[src/rtl/jtframe_joyser.sv]
// Serial joystick reader: drives a PISO shift register and rebuilds two 6-bit active-low joystick buses.
// Latency: one frame = 34*CLKDIV clk cycles; joy1/joy2 update on the frame_done edge (two frames with debounce).
// Backpressure: none; free-running, outputs are held registers. Define JTFRAME_JOYSER_DEBOUNCE_EN to filter single-frame glitches.
module jtframe_joyser #(
    parameter int CLKDIV = 16
) (
    input  logic       clk,
    input  logic       rst,
    input  logic       joy_data,
    output logic       joy_clk,
    output logic       joy_load,
    output logic [5:0] joy1,
    output logic [5:0] joy2,
    output logic       frame_done
);

    typedef enum logic [1:0] {
        LOAD  = 2'd0,
        SHIFT = 2'd1,
        GAP   = 2'd2
    } state_t;

    state_t      state;
    state_t      state_nxt;
    logic [7:0]  div;
    logic        tick;
    logic [3:0]  bcnt;
    logic [15:0] sr;
    logic [5:0]  new1;
    logic [5:0]  new2;
    logic [11:0] upd;
    logic        unused_bits;

    assign tick = (div == 8'(CLKDIV - 1));

    // Serial index order per player: up, down, left, right, fire1, fire2.
    assign new1 = {sr[5],  sr[4],  sr[0], sr[1], sr[2],  sr[3]};
    assign new2 = {sr[13], sr[12], sr[8], sr[9], sr[10], sr[11]};

    // Bits 6, 7, 14 and 15 are shifted in but carry no joystick data.
    assign unused_bits = &{1'b0, sr[7:6], sr[15:14]};

    // Load is decoded from the state so a released reset starts a full-width load at once.
    assign joy_load = rst | (state != LOAD);

    // Tick divider: one enable pulse every CLKDIV clk cycles.
    always_ff @(posedge clk) begin
        if (rst)       div <= 8'd0;
        else if (tick) div <= 8'd0;
        else           div <= div + 8'd1;
    end

    // State register.
    always_ff @(posedge clk) begin
        if (rst) state <= LOAD;
        else     state <= state_nxt;
    end

    // Next-state logic; every transition waits for a tick.
    always_comb begin
        state_nxt = state;
        if (tick) begin
            case (state)
                LOAD:    state_nxt = SHIFT;
                SHIFT:   if (joy_clk && bcnt == 4'd15) state_nxt = GAP;
                GAP:     state_nxt = LOAD;
                default: state_nxt = LOAD;
            endcase
        end
    end

    // Shift clock, bit counter and sample register; data is captured on the joy_clk rising edge.
    always_ff @(posedge clk) begin
        if (rst) begin
            joy_clk    <= 1'b0;
            bcnt       <= 4'd0;
            sr         <= 16'hffff;
            frame_done <= 1'b0;
        end else begin
            frame_done <= 1'b0;
            if (tick) begin
                case (state)
                    SHIFT: begin
                        if (!joy_clk) begin
                            sr[bcnt] <= joy_data;
                            joy_clk  <= 1'b1;
                        end else begin
                            joy_clk <= 1'b0;
                            // Stop at 15 instead of wrapping; the state machine leaves SHIFT here.
                            if (bcnt != 4'd15) bcnt <= bcnt + 4'd1;
                        end
                    end
                    GAP: begin
                        frame_done <= 1'b1;
                        bcnt       <= 4'd0;
                        joy_clk    <= 1'b0;
                    end
                    default: begin
                        bcnt    <= 4'd0;
                        joy_clk <= 1'b0;
                    end
                endcase
            end
        end
    end

`ifdef JTFRAME_JOYSER_DEBOUNCE_EN
    logic [11:0] prev;
    logic [11:0] same;

    // A bit follows the new frame only when it agrees with the previous frame.
    assign same = ~({new2, new1} ^ prev);
    assign upd  = ({new2, new1} & same) | ({joy2, joy1} & ~same);

    // Previous-frame history for the agreement check.
    always_ff @(posedge clk) begin
        if (rst)                        prev <= 12'hfff;
        else if (tick && state == GAP)  prev <= {new2, new1};
    end
`else
    assign upd = {new2, new1};
`endif

    // Both player buses are published together on the GAP tick.
    always_ff @(posedge clk) begin
        if (rst) begin
            joy1 <= 6'h3f;
            joy2 <= 6'h3f;
        end else if (tick && state == GAP) begin
            joy1 <= upd[5:0];
            joy2 <= upd[11:6];
        end
    end

endmodule
[config.mk]
export PLATFORM = sky130hd
export DESIGN_NAME = jtframe_joyser
export DESIGN_NICKNAME = d
export VERILOG_FILES = /design/src/rtl/jtframe_joyser.sv
export SDC_FILE = /design/constraint.sdc
export NUM_CORES = 1
export LEC_CHECK = 0
export BUFFER_PORTS_ARGS = -buffer_cell sky130_fd_sc_hd__clkbuf_2
export CAP_MARGIN = 20
export CORE_MARGIN = 8
export CORE_UTILIZATION = 41
export DETAILED_ROUTE_END_ITERATION = 10
export HOLD_SLACK_MARGIN = 0.06
export SETUP_SLACK_MARGIN = 0.2
export SLEW_MARGIN = 0
export SYNTH_ARGS = -nofsm -noshare
export SYNTH_HDL_FRONTEND = slang
export SYNTH_SLANG_ARGS = --single-unit
[constraint.sdc]
create_clock -name clk -period 2.15 [get_ports clk]
set_clock_uncertainty 0.2 [all_clocks]
set_input_delay 0.3225 -clock clk [delete_from_list [all_inputs] [get_ports clk]]
set_output_delay 0.3225 -clock clk [all_outputs]
set_load 0.05 [all_outputs]
; ---- Yosys cells after proc, flatten, opt, wreduce, memory -nomap -nowiden
; Cells that the tools add are included.
[totals]
regBits = 44
out_inout_bits = 15
wordCells = 44
[op_classes]
n_addsub = 2
order_cmp = 2
eq_ne = 8
mux = 11
n_bitwise = 3
reduce_logical = 10
[op_table]
columns = operator, count
row1 = 16-bit bitwise mux, 1
row2 = 4-bit two-way mux, 3
row3 = "8-bit by 1-bit adder with 8-bit output, second input constant", 1
row4 = "8-bit by 4-bit equality test with 1-bit output, second input constant", 1
row5 = "2-bit != test, second input constant", 3
row6 = 3-bit AND reduction, 2
row7 = "4-bit by 5-bit < comparator with 1-bit output, second input constant", 1
row8 = "4-bit by 1-bit adder with 4-bit output, second input constant", 1
row9 = 1-bit demux with 4-bit select, 1
row10 = "4-bit equality test, second input constant", 1
row11 = "4-bit by 1-bit greater-or-equal comparator with 1-bit output, second input constant", 1
row12 = 1-bit two-way mux, 4
row13 = "4-bit != test, second input constant", 1
row14 = 2-bit one-hot mux with 2 select lines, 1
row15 = 2-bit OR reduction, 2
row16 = 1-bit logical AND, 3
row17 = "2-bit by 1-bit equality test with 1-bit output, second input constant", 1
row18 = "2-bit equality test, second input constant", 1
row19 = 2-bit logical NOT, 1
row20 = 2-bit two-way mux, 1
row21 = 1-bit inverter, 2
row22 = 2-bit AND reduction, 1
row23 = 2-bit nonzero test, 1
row24 = 1-bit bitwise OR, 1

; ---- Depth between registers and ports, before layout
[depth]
word_depth = 5
depth_mapped = 6

; ---- Least setup slack after synthesis
; OpenSTA, ideal clock, no wires.
[synth_path]
path_kind = reg-to-reg
startpoint = register div[0]
endpoint = register sr[4]
setup_ps = 126
arrival_time_ps = 1487
path_slack_ps = 337
stages_incl_launch_ff = 6
path_buffers = 0
period_less_slack_ps = 1813
path_cell_list = dfxtp_1 ha_1 and3_1 nand2_2 or4_1 mux2i_1
[synth_via]
elab_chain_cells = 2
[synth_lines]
columns = item, line
row1 = from (decl), 25  ; logic [7:0] div;
row2 = from (signal assigned), 50  ; else div <= div + 8'd1;
row3 = 8-bit by 4-bit equality test with 1-bit output, 34  ; assign tick = (div == 8'(CLKDIV - 1));
row4 = 3-bit AND reduction (no source line), -
row5 = "to (signal, indexed assignment)", 85  ; sr[bcnt] <= joy_data;
row6 = to (decl), 28  ; logic [15:0] sr;
; No other way between the ends.
; A chain may end at the register's enable or synchronous reset.

; ---- Final worst setup path
; Ends and elaborated chain as after synthesis.

==> flow_metrics.env <==
export IMPL_outcome="finished clean"
export IMPL_rsz0062_at_grt="yes"
export IMPL_cts_buffer_depth=2
export IMPL_die_h_um=81.9
export IMPL_diodes=0
export IMPL_ys_ff_latch=40
export IMPL_min_to="frame_done"
export IMPL_fin_setup_tns_ps=0
export IMPL_hold_depth=2
export IMPL_reg2reg_to="sr[4]"
export IMPL_worstPathArrival_ps=1870
export IMPL_rows=24
export IMPL_slew_headroom=0.727
export IMPL_min_period_ps=1890
export IMPL_syn_area_mm2=0.00178
export IMPL_r2r_start="div[0]"
export IMPL_crit_required_ps=2130
export IMPL_worstPathMaxFanout=7
export IMPL_initial_core_util=0.417
export IMPL_cts_tree="yes"
export IMPL_synth_top_area_share=0.450
export IMPL_clock_latency_ps=290
export IMPL_grt_max_degree=39
export IMPL_r2r_slack_ps=260
export IMPL_drt_pre_antenna_iters=4
export IMPL_postRouteAntennaNets=0
export IMPL_ctsHoldBuffers=0
export IMPL_dp_hpwl_um=2470
export IMPL_syn_inst=212
export IMPL_ys_seq_area_frac=0.450
export IMPL_dieArea_mm2=0.00670
export IMPL_drive_above_1_share=0.196
export IMPL_dp_cells=275
export IMPL_critPathKind="register to register"
export IMPL_syn_to_final_growth_pct=16.2
export IMPL_cap_viol_max_count=0
export IMPL_wirelength_um=3730
export IMPL_dieWidth_um=81.9
export IMPL_min_period_over_period=0.880
export IMPL_drt_iter0_markers=170
export IMPL_final_area_mm2=0.00207
export IMPL_synth_warnings=0
export IMPL_ir_drop_uv=364
export IMPL_power_mw=1.29
export IMPL_hold_viol=0
export IMPL_worstSetupStartpointType="register"
export IMPL_route_detailed_drc=0
export IMPL_end_kind="register"
export IMPL_numCtsBuffers=5
export IMPL_worstMarginPinSlew_ps=406
export IMPL_synth_top_area_cell="dfxtp_1"
export IMPL_grt_pass1_vias=1421
export IMPL_placed_cell_area_mm2=0.00193
export IMPL_fin_nets=242
export IMPL_power_leakage_nw=0.722
export IMPL_place_congestion=0.764
export IMPL_fmax_ghz=0.529
export IMPL_grt_pass1_wl_um=6420
export IMPL_cts_sinks=40
export IMPL_grt_use_total=0.120
export IMPL_synth_area_top_cells="dfxtp_1 45%, nor2_1 5.7%, nor3_1 5.3%, a21oi_1 5.1%, nand2_1 3.6%"
export IMPL_grt_overflow=0
export IMPL_setup_violations=0
export IMPL_core_area_mm2=0.00426
export IMPL_final_cells=287
export IMPL_synth_area_per_cell_um2=8.39
export IMPL_min_delay_start="rst"
export IMPL_via_per_inst=5.32
export IMPL_clockRootBuffer="clkbuf_8"
export IMPL_drv_slew=0
export IMPL_hp_class="input port to register"
export IMPL_r2r_cells=5
export IMPL_ios=18
export IMPL_syn_nets=220
export IMPL_numPortBuffers=17
export IMPL_vias=1526
export IMPL_power_density_mw_per_mm2=622
export IMPL_clkTransAtPathRegs_ps=80
export IMPL_wire_per_inst_um=13.0
export IMPL_yosysUniqueCellTypes=33
export IMPL_cts_htree_levels=2
export IMPL_grt_antenna_before_repair=0
## Yosys cell counts, drive strengths merged
library cell	number
buf	1
o31ai	5
a31oi	5
xor2	2
nor2	28
a21oi	18
a21bo	1
clkbuf	12
nand2	18
ha	5
nor3	20
nor3b	1
a211o	1
mux2i	5
nor4	4
o41ai	3
a41oi	4
inv	4
nand2b	6
dfxtp	40
nor2b	3
nand3	7
and3	1
o21ai	7
a211oi	1
or4	2
xnor2	2
or3	3
nand4	3
## area by class of cell
type	instances	area, um2
Fill cell	414	2200
Inverter	4	15.0
Multi-Input combinational cell	155	930
Tap cell	52	65.1
Clock buffer	5	68.8
Sequential cell	40	801
Timing Repair Buffer	28	168
Clock inverter	3	18.8
## report_power, final
part           total, mW  switching (mW)  leakage (nW)  internal [mW]
Clock              0.495           0.269        0.0479          0.226
Combinational     0.0422          0.0287         0.350         0.0135
Sequential         0.749         0.00369         0.324          0.745
Total               1.29           0.301         0.722          0.985
## stage by stage
stage	hold WS (ps)	utilization	setup WS, ps
floorplan	226	-	337
finish	124	0.484	259
global placement	238	0.452	261
detailed placement	248	0.452	209
CTS	122	0.474	237
global route	134	0.484	152
## worst max path at each step
stage / cells after the start / slack [ps] / startpoint / end
finish: 5 / 260 / div[0] / sr[4]
global placement: 5 / 260 / div[0] / sr[4]
detailed placement: 5 / 210 / div[0] / sr[4]
floorplan: 5 / 340 / div[0] / sr[4]
global route: 5 / 150 / div[4] / sr[1]
CTS: 4 / 240 / div[6] / sr[4]
## registers in the layout, indices dropped and copies added, names as in the netlist
name	flops
joy2	6
bcnt	4
div	8
state	2
frame_done	1
joy_clk	1
joy1	6
sr	12
## worst max-delay path, cell delays in order, from the launching register on
cell	delay [ps]
dfxtp_1	360
ha_2	220
and3_4	220
nand2_2	110
or4_4	540
mux2i_1	130
## kinds of logic after synthesis
| logic type | Yosys count | share of synthesized area |
|---|---|---|
| XOR/XNOR | 4 | 0.0197 |
| adder cells (fa/ha/maj) | 5 | 0.0352 |
| flip-flops | 40 | 0.450 |
| buffers and inverters | 17 | 0.0380 |
| AND/OR/NAND/NOR | 96 | 0.270 |
| multiplexers | 5 | 0.0282 |
| AO/OA/AOI/OAI | 45 | 0.158 |
## what timing repair did
| action | 4_1_cts | 5_1_grt |
|---|---|---|
| gates resized for setup | 1 | 4 |
| endpoints found under the setup margin | 1 | 9 |
| pin swaps | 0 | 2 |
| setup buffers | 0 | 4 |
## per-layer routing
layer  GRT usage  vias up  part of all wire  wire, um
met5           0        -                 0         0
met4      0.0456        0             0.014        51
met3      0.0339        6             0.051       189
met2       0.193       24              0.44      1650
met1       0.148      688              0.49      1840
li1            -      808                 -         -
## cells in the final DEF (no fill, tap or decap)
| cell | synthesis | final |
|---|---|---|
| nor2_2 | 1 | 1 |
| nor3_1 | 19 | 19 |
| ha_2 | 0 | 1 |
| o41ai_1 | 3 | 3 |
| nand2_1 | 17 | 17 |
| nor3b_1 | 1 | 1 |
| clkinv_4 | 0 | 1 |
| buf_4 | 1 | 11 |
| nand3_2 | 0 | 1 |
| or3_1 | 3 | 3 |
| nand2b_1 | 6 | 6 |
| a21bo_2 | 1 | 1 |
| ha_1 | 5 | 4 |
| a211oi_1 | 1 | 1 |
| mux2i_1 | 5 | 5 |
| a211o_1 | 1 | 1 |
| and3_4 | 0 | 1 |
| nor4_1 | 3 | 3 |
| nand3_1 | 7 | 6 |
| or4_4 | 0 | 2 |
| nor2_1 | 27 | 27 |
| clkbuf_8 | 0 | 5 |
| o21ai_0 | 7 | 7 |
| a21oi_1 | 18 | 18 |
| inv_1 | 4 | 4 |
| xnor2_1 | 2 | 2 |
| a31oi_1 | 5 | 5 |
| o31ai_1 | 5 | 5 |
| xor2_1 | 2 | 2 |
| clkinv_2 | 0 | 2 |
| dfxtp_1 | 40 | 40 |
| nand2_2 | 1 | 1 |
| nor2b_1 | 3 | 3 |
| nor4_4 | 1 | 1 |
| nand4_1 | 3 | 3 |
| a41oi_1 | 4 | 4 |
| clkbuf_2 | 0 | 17 |
| nor3_2 | 1 | 1 |
(Power assumes the default switching activity.)
